[config.mk]
export PLATFORM = sky130hd
export DESIGN_NAME = lenet_maxpool2x2
export DESIGN_NICKNAME = d
export VERILOG_FILES = /design/src/rtl/lenet_pkg.sv /design/src/rtl/lenet_pool_linebuf.sv /design/src/rtl/lenet_maxpool2x2.sv
export SDC_FILE = /design/constraint.sdc
export NUM_CORES = 1
export LEC_CHECK = 0
export CAP_MARGIN = 20
export CORE_MARGIN = 2
export CORE_UTILIZATION = 60
export DETAILED_ROUTE_END_ITERATION = 12
export PLACE_DENSITY_LB_ADDON = 0.12
export RECOVER_POWER = 50
export SYNTH_ARGS = -nofsm -noshare
export SYNTH_HDL_FRONTEND = slang
export SYNTH_SLANG_ARGS = --single-unit
export TNS_END_PERCENT = 50
[constraint.sdc]
create_clock -name clk -period 5.15 [get_ports clk]
set_input_delay 1.545 -clock clk [delete_from_list [all_inputs] [get_ports clk]]
set_output_delay 1.545 -clock clk [all_outputs]
set_load 0.02 [all_outputs]
[src/rtl/lenet_pkg.sv]
// Shared LeNet accelerator types and constants: pixel width, conv1 feature-map
// dimensions, the signed pixel type and a signed max helper.
package lenet_pkg;

  localparam int DATA_W = 16;
  localparam int C1_W   = 28;
  localparam int C1_H   = 28;

  typedef logic signed [DATA_W-1:0] pixel_t;

  function automatic pixel_t smax(input pixel_t a, input pixel_t b);
    return (a > b) ? a : b;
  endfunction

endpackage

[src/rtl/lenet_pool_linebuf.sv]
// Half-width line buffer for the 2x2 max-pool: holds the horizontal maxima of
// the even row so the following odd row can finish each pooling window.
module lenet_pool_linebuf #(
  parameter int DATA_W = 16,
  parameter int DEPTH  = 14,
  parameter int AW     = (DEPTH > 1) ? $clog2(DEPTH) : 1
) (
  input  logic                     clk,
  input  logic                     wr_en,
  input  logic [AW-1:0]            wr_addr,
  input  logic signed [DATA_W-1:0] wr_data,
  input  logic [AW-1:0]            rd_addr,
  output logic signed [DATA_W-1:0] rd_data
);

  // Not reset: each entry is written on an even row before the odd row reads it.
  logic signed [DATA_W-1:0] mem [DEPTH];

  always_ff @(posedge clk) begin
    if (wr_en)
      mem[wr_addr] <= wr_data;
  end

  assign rd_data = mem[rd_addr];

endmodule

[src/rtl/lenet_maxpool2x2.sv]
// Streaming 2x2 / stride-2 signed max-pool for the conv1 -> conv2 path.
// Define LENET_POOL_RELU_EN to fuse a ReLU clamp after the max.
module lenet_maxpool2x2 #(
  parameter int DATA_W = lenet_pkg::DATA_W,
  parameter int IN_W   = lenet_pkg::C1_W,
  parameter int IN_H   = lenet_pkg::C1_H
) (
  input  logic                     clk,
  input  logic                     rst_n,
  input  logic                     in_valid,
  output logic                     in_ready,
  input  logic signed [DATA_W-1:0] in_data,
  output logic                     out_valid,
  input  logic                     out_ready,
  output logic signed [DATA_W-1:0] out_data,
  output logic                     out_last
);

  import lenet_pkg::*;

  localparam int HALF_W = IN_W / 2;
  localparam int CW     = $clog2(IN_W);
  localparam int RW     = $clog2(IN_H);
  localparam int AW     = (HALF_W > 1) ? $clog2(HALF_W) : 1;

  logic [CW-1:0]            col;
  logic [RW-1:0]            row;
  logic signed [DATA_W-1:0] pair_reg;
  logic signed [DATA_W-1:0] lb_rd;
  logic signed [DATA_W-1:0] h_max;
  logic signed [DATA_W-1:0] v_max;
  logic signed [DATA_W-1:0] pooled;
  logic [AW-1:0]            lb_addr;
  logic                     in_fire;
  logic                     out_fire;
  logic                     col_last;
  logic                     row_last;
  logic                     lb_wr;

  assign in_ready = !out_valid || out_ready;
  assign in_fire  = in_valid && in_ready;
  assign out_fire = out_valid && out_ready;
  assign col_last = (col == CW'(IN_W - 1));
  assign row_last = (row == RW'(IN_H - 1));
  assign lb_addr  = AW'(col >> 1);
  assign lb_wr    = in_fire && col[0] && !row[0];

  lenet_pool_linebuf #(
    .DATA_W (DATA_W),
    .DEPTH  (HALF_W),
    .AW     (AW)
  ) u_linebuf (
    .clk     (clk),
    .wr_en   (lb_wr),
    .wr_addr (lb_addr),
    .wr_data (h_max),
    .rd_addr (lb_addr),
    .rd_data (lb_rd)
  );

  // Horizontal max of the pair, then vertical max against the stored even row.
  always_comb begin
    h_max  = (pair_reg > in_data) ? pair_reg : in_data;
    v_max  = (h_max > lb_rd) ? h_max : lb_rd;
    pooled = v_max;
`ifdef LENET_POOL_RELU_EN
    if (v_max < 0)
      pooled = '0;
`endif
  end

  always_ff @(posedge clk or negedge rst_n) begin
    if (!rst_n) begin
      col       <= '0;
      row       <= '0;
      pair_reg  <= '0;
      out_valid <= 1'b0;
      out_data  <= '0;
      out_last  <= 1'b0;
    end else begin
      if (out_fire) begin
        out_valid <= 1'b0;
        out_last  <= 1'b0;
      end
      if (in_fire) begin
        // A new result overrides the clear above when both happen together.
        if (!col[0]) begin
          pair_reg <= in_data;
        end else if (row[0]) begin
          out_data  <= pooled;
          out_valid <= 1'b1;
          out_last  <= row_last && col_last;
        end
        if (col_last) begin
          col <= '0;
          row <= row_last ? '0 : row + RW'(1);
        end else begin
          col <= col + CW'(1);
        end
      end
    end
  end

endmodule

==> results of run 1 <==
power by group through the flow:
stage	registers (W)	clock network (W)	logic (W)
2_1_floorplan	0.00317	0	0.00233
5_1_grt	0.00341	0.00209	0.00427
3_5_place_dp	0.00340	0	0.00346
3_3_place_gp	0.00339	0	0.00331
4_1_cts	0.00336	0.00202	0.00353
6_report	0.00337	0.00199	0.00397
kinds of logic after synthesis:
group	count (synthesis)
and+or+nand+nor	183
xor gates and xnor gates	1
DFF	268
muxes	104
AOI/OAI and AO/OA	148
buffers and inverters	84
adders and majority gates	34
critical path: stages:
cell             delay, ps
clkdlybuf4s50_1        490
inv_1                   60
ha_1                   330
nand4_4                130
buf_4                  180
nor2_2                 170
o2bb2ai_2              190
buf_4                  240
a2111oi_0               80
nor2_1                 220
inv_2                   90
ha_4                   270
nand4_1                160
nor4_4                 360
buf_4                  160
buf_4                  100
buf_4                  100
a21oi_1                 50
nand4_1                190
buf_6                  150
a32oi_1                 90
o21ai_1                130
worst max-delay path by stage:
stage / end / depth (start not counted) / start / slack, ps
3_5_place_dp: out_data[12]$_DFFE_PN0P_ / 18 / in_data[11] / -710
3_3_place_gp: out_data[8]$_DFFE_PN0P_ / 16 / in_data[1] / -490
2_1_floorplan: out_data[10]$_DFFE_PN0P_ / 19 / in_data[15] / 10
4_1_cts: out_data[6]$_DFFE_PN0P_ / 20 / in_data[11] / 8
5_1_grt: out_data[12]$_DFFE_PN0P_ / 21 / in_data[15] / -130
6_report: out_data[8]$_DFFE_PN0P_ / 22 / in_data[14] / 100
metal layers:
metal | vias up | global-route usage (%) | wire, µm
met5 | - | 0 | 0
met4 | 0 | 7.33 | 812
met3 | 72 | 3.34 | 2140
met2 | 398 | 46.5 | 15100
met1 | 4059 | 37.5 | 11900
li1 | 3532 | - | -
final cells by class:
cell class,instances,area share (%)
clock buffer,41,5.25
clock inverter,9,0.833
inverter,36,0.900
multi-input combinational,473,29.6
sequential,268,52.2
tap,270,2.25
timing repair buffer,167,8.98
timing repair:
| item | 4_1_cts | 5_1_grt |
|---|---|---|
| pin swaps | 6 | 24 |
| cloned | 1 | 7 |
| resized for setup | 4 | 112 |
| buffers inserted | 4 | 7 |
| setup endpoints to repair | 16 | 16 |
| hold buffers | 0 | 0 |
stage by stage:
step	util, %	std cells
2_1_floorplan	-	822
3_3_place_gp	67.5	1195
3_5_place_dp	67.5	1195
4_1_cts	72.3	1250
5_1_grt	74.7	1264
6_report	74.7	1264
cell usage in the layout (no fill, tap or decap), types with 4 or more instances in the layout:
master             n
a2111oi_2          8
a2111oi_4          4
a211oi_1           4
a21oi_1           12
a311o_1            6
a32oi_1           26
buf_4             98
buf_6              8
clkbuf_1          27
clkbuf_16         27
clkbuf_8           6
clkdlybuf4s50_1   10
dfrtp_1           41
dlygate4sd3_1     19
dlymetal6s2s_1     8
edfxtp_1         224
ha_1              25
ha_4               9
inv_1             25
inv_2             11
mux2_1            10
mux2_2            15
mux2i_1           31
mux4_2            48
nand2_1           74
nand2_2            4
nand2b_1           9
nand3_1           20
nand4_1            8
nor2_1            33
nor2_2            10
nor3_1             5
o211ai_1          11
o21a_1             6
o21ai_0           37
o21ai_1           14
==> flow_results.xml, run 1 <==
<?xml version="1.0" encoding="UTF-8"?>
<metrics>
  <group name="clock_tree">
    <metric name="tritoncts" unit="">built</metric>
    <metric name="path_clk_slew" unit="ps">60</metric>
    <metric name="cts-buffers-inserted" unit="">27</metric>
    <metric name="ctsRootBufferMaster" unit="">clkbuf_16</metric>
    <metric name="cts_htree_levels" unit="">1</metric>
    <metric name="clkLatencyLatePin" unit="ps">540</metric>
    <metric name="ctsLongestPathBuffers" unit="">3</metric>
    <metric name="clock_sink_count" unit="">268</metric>
  </group>
  <group name="timing">
    <metric name="finalSetupViolations" unit="">0</metric>
    <metric name="timing.fmax" unit="MHz">198</metric>
    <metric name="finalCritPeriodShare" unit="%">98.0</metric>
    <metric name="final_max_slew_viol_count" unit="">28</metric>
    <metric name="timing.final.ws_setup" unit="ps">103</metric>
    <metric name="hold_viol_final" unit="">0</metric>
    <metric name="slew_headroom" unit="%">-5.89</metric>
    <metric name="final_period_minus_worst_setup_slack" unit="ps">5050</metric>
    <metric name="finalClockSkew" unit="ps">24.4</metric>
    <metric name="tightestPinTransition" unit="ps">1590</metric>
    <metric name="holdWs" unit="ps">503</metric>
    <metric name="totalNegativeSetupSlack" unit="ps">0</metric>
  </group>
  <group name="power">
    <metric name="clock_power_share" unit="%">21.3</metric>
    <metric name="power.total" unit="W">0.00932</metric>
    <metric name="peakVddDrop" unit="µV">640</metric>
    <metric name="power.share.sequential" unit="%">36.1</metric>
    <metric name="p_sw_share" unit="%">36.4</metric>
    <metric name="p_int" unit="W">0.00593</metric>
    <metric name="power_density" unit="nW/µm²">621</metric>
    <metric name="comb_power_share" unit="%">42.6</metric>
    <metric name="switching_power" unit="W">0.00339</metric>
    <metric name="total_leakage_power" unit="nW">5.49</metric>
  </group>
  <group name="layout">
    <metric name="area_delta_synth_final" unit="%">23.2</metric>
    <metric name="multiInputGateArea" unit="µm²">4440</metric>
    <metric name="area.sequential" unit="µm²">7830</metric>
    <metric name="postLayoutCellArea" unit="µm²">15000</metric>
    <metric name="n_antenna_cell" unit="">0</metric>
    <metric name="flip_flop_count_of_the_largest_register_after_layout" unit="">224</metric>
    <metric name="nFillCells" unit="">1238</metric>
    <metric name="finish.net_count" unit="">1027</metric>
    <metric name="drive_above_1_share" unit="%">29.3</metric>
  </group>
  <group name="run">
    <metric name="max_cap_viol_count" unit="">1</metric>
  </group>
  <group name="synth">
    <metric name="syn_nets" unit="">876</metric>
    <metric name="largest_family_of_logic_cells_by_synthesized_area" unit="">multiplexers</metric>
    <metric name="count_of_flip_flops_with_a_built_in_enable_after_synthesis" unit="">224</metric>
    <metric name="synth_top_cell_area_share" unit="%">55.2</metric>
    <metric name="synth_compound_area_share" unit="%">8.40</metric>
    <metric name="syn-cell-area" unit="µm²">12200</metric>
    <metric name="ys_dominant_reg_cell" unit="">edfxtp_1</metric>
    <metric name="postSynthCellCount" unit="">822</metric>
    <metric name="synth-seq-cells" unit="">268</metric>
    <metric name="yosys.area.top_type" unit="">edfxtp_1</metric>
    <metric name="synth.avg_cell_area" unit="µm²">14.8</metric>
    <metric name="synth.cells.most_frequent" unit="">edfxtp_1, nand2_1, mux4_2, dfrtp_1, nor2_1</metric>
    <metric name="synth_adder_area_share" unit="%">3.49</metric>
    <metric name="most_frequent_cell_after_synthesis" unit="">edfxtp_1</metric>
    <metric name="seq_area_frac_synth" unit="%">64.2</metric>
    <metric name="area_fraction_in_and_or_nand_and_nor_cells_after_synthesis" unit="%">7.10</metric>
    <metric name="yosys_warnings" unit="">0</metric>
    <metric name="synth-xor-area-share" unit="%">0.0719</metric>
    <metric name="post_synth_main_area_contributors" unit="">edfxtp_1, dfrtp_1, mux4_2</metric>
    <metric name="ys_types" unit="">49</metric>
    <metric name="synth.mux.area_fraction" unit="%">13.7</metric>
    <metric name="async_flop_share" unit="%">16.4</metric>
  </group>
  <group name="floorplan">
    <metric name="floorplan.initialDensity" unit="%">60.6</metric>
    <metric name="count_of_pins_on_the_block_boundary" unit="">39</metric>
    <metric name="floorplan.die_area" unit="µm²">21500</metric>
    <metric name="die_height" unit="µm">147</metric>
    <metric name="placeableCoreArea" unit="µm²">20100</metric>
    <metric name="placementRows" unit="">52</metric>
    <metric name="die_w" unit="µm">147</metric>
  </group>
  <group name="grt">
    <metric name="initial_antenna_violation_count" unit="">0</metric>
    <metric name="grt_max_degree" unit="">44</metric>
    <metric name="overflow" unit="">0</metric>
    <metric name="globalRouteTotalUtil" unit="%">27.1</metric>
    <metric name="grt_pass1_vias" unit="">7950</metric>
    <metric name="grt_first_pass_wirelength" unit="µm">44800</metric>
  </group>
  <group name="place">
    <metric name="placed_wire_length_estimate" unit="µm">19400</metric>
    <metric name="io_buffer_count" unit="">38</metric>
    <metric name="finalWeightedCongestion" unit="">0.965</metric>
    <metric name="placed_area" unit="µm²">13600</metric>
    <metric name="preCtsSetupSlack" unit="ps">-712</metric>
  </group>
  <group name="worst_setup_path">
    <metric name="worstSetupEndpointType" unit="">flop</metric>
    <metric name="timing.critical_path.required" unit="ps">5610</metric>
    <metric name="cp_data_arrival_time" unit="ps">5510</metric>
    <metric name="setup.worst_path.class" unit="">in2reg</metric>
    <metric name="rr_endpoint" unit="">out_data[12]$_DFFE_PN0P_</metric>
    <metric name="crit_fanout" unit="">7</metric>
    <metric name="r2r_cells" unit="">13</metric>
    <metric name="worst_r2r_startpoint" unit="">col[1]$_DFFE_PN0P_</metric>
    <metric name="setup.reg_to_reg.worst_slack" unit="ps">1050</metric>
    <metric name="critical_path.startpoint_type" unit="">primary input</metric>
  </group>
  <group name="run_status">
    <metric name="run_status" unit="">complete, but fails checks</metric>
    <metric name="failed_checks" unit="">max-capacitance violations, max-slew violations</metric>
  </group>
  <group name="routing">
    <metric name="post-route-drc-count" unit="">0</metric>
    <metric name="wirelength" unit="µm">30000</metric>
    <metric name="routed_via_density" unit="">6.38</metric>
    <metric name="dr_total_vias" unit="">8061</metric>
    <metric name="number_of_design_rule_violations_left_by_the_first_detailed_router_iteration" unit="">643</metric>
    <metric name="ant_nets_after_route" unit="">0</metric>
    <metric name="routedWlPerCell" unit="µm">23.7</metric>
    <metric name="detail_route.first_pass.iterations" unit="">5</metric>
  </group>
  <group name="min_path">
    <metric name="hold_path.startpoint" unit="">out_last$_DFF_PN0_</metric>
    <metric name="timing.hold.worst_endpoint" unit="">out_last$_DFF_PN0_</metric>
    <metric name="hp-class" unit="">reg2reg</metric>
    <metric name="worstHoldPathCells" unit="">2</metric>
  </group>
</metrics>
No activity file was read; power rests on OpenSTA's default activity.
==> run 2: changes to the inputs <==
--- a/config.mk
+++ b/config.mk
@@ -10,7 +10,7 @@
 export CORE_UTILIZATION = 60
 export DETAILED_ROUTE_END_ITERATION = 12
 export PLACE_DENSITY_LB_ADDON = 0.12
-export RECOVER_POWER = 50
+export RECOVER_POWER = 100
 export SYNTH_ARGS = -nofsm -noshare
 export SYNTH_HDL_FRONTEND = slang
 export SYNTH_SLANG_ARGS = --single-unit
==> results of run 2 <==
The final DEF is identical to that of run 1; final timing and power are the same.
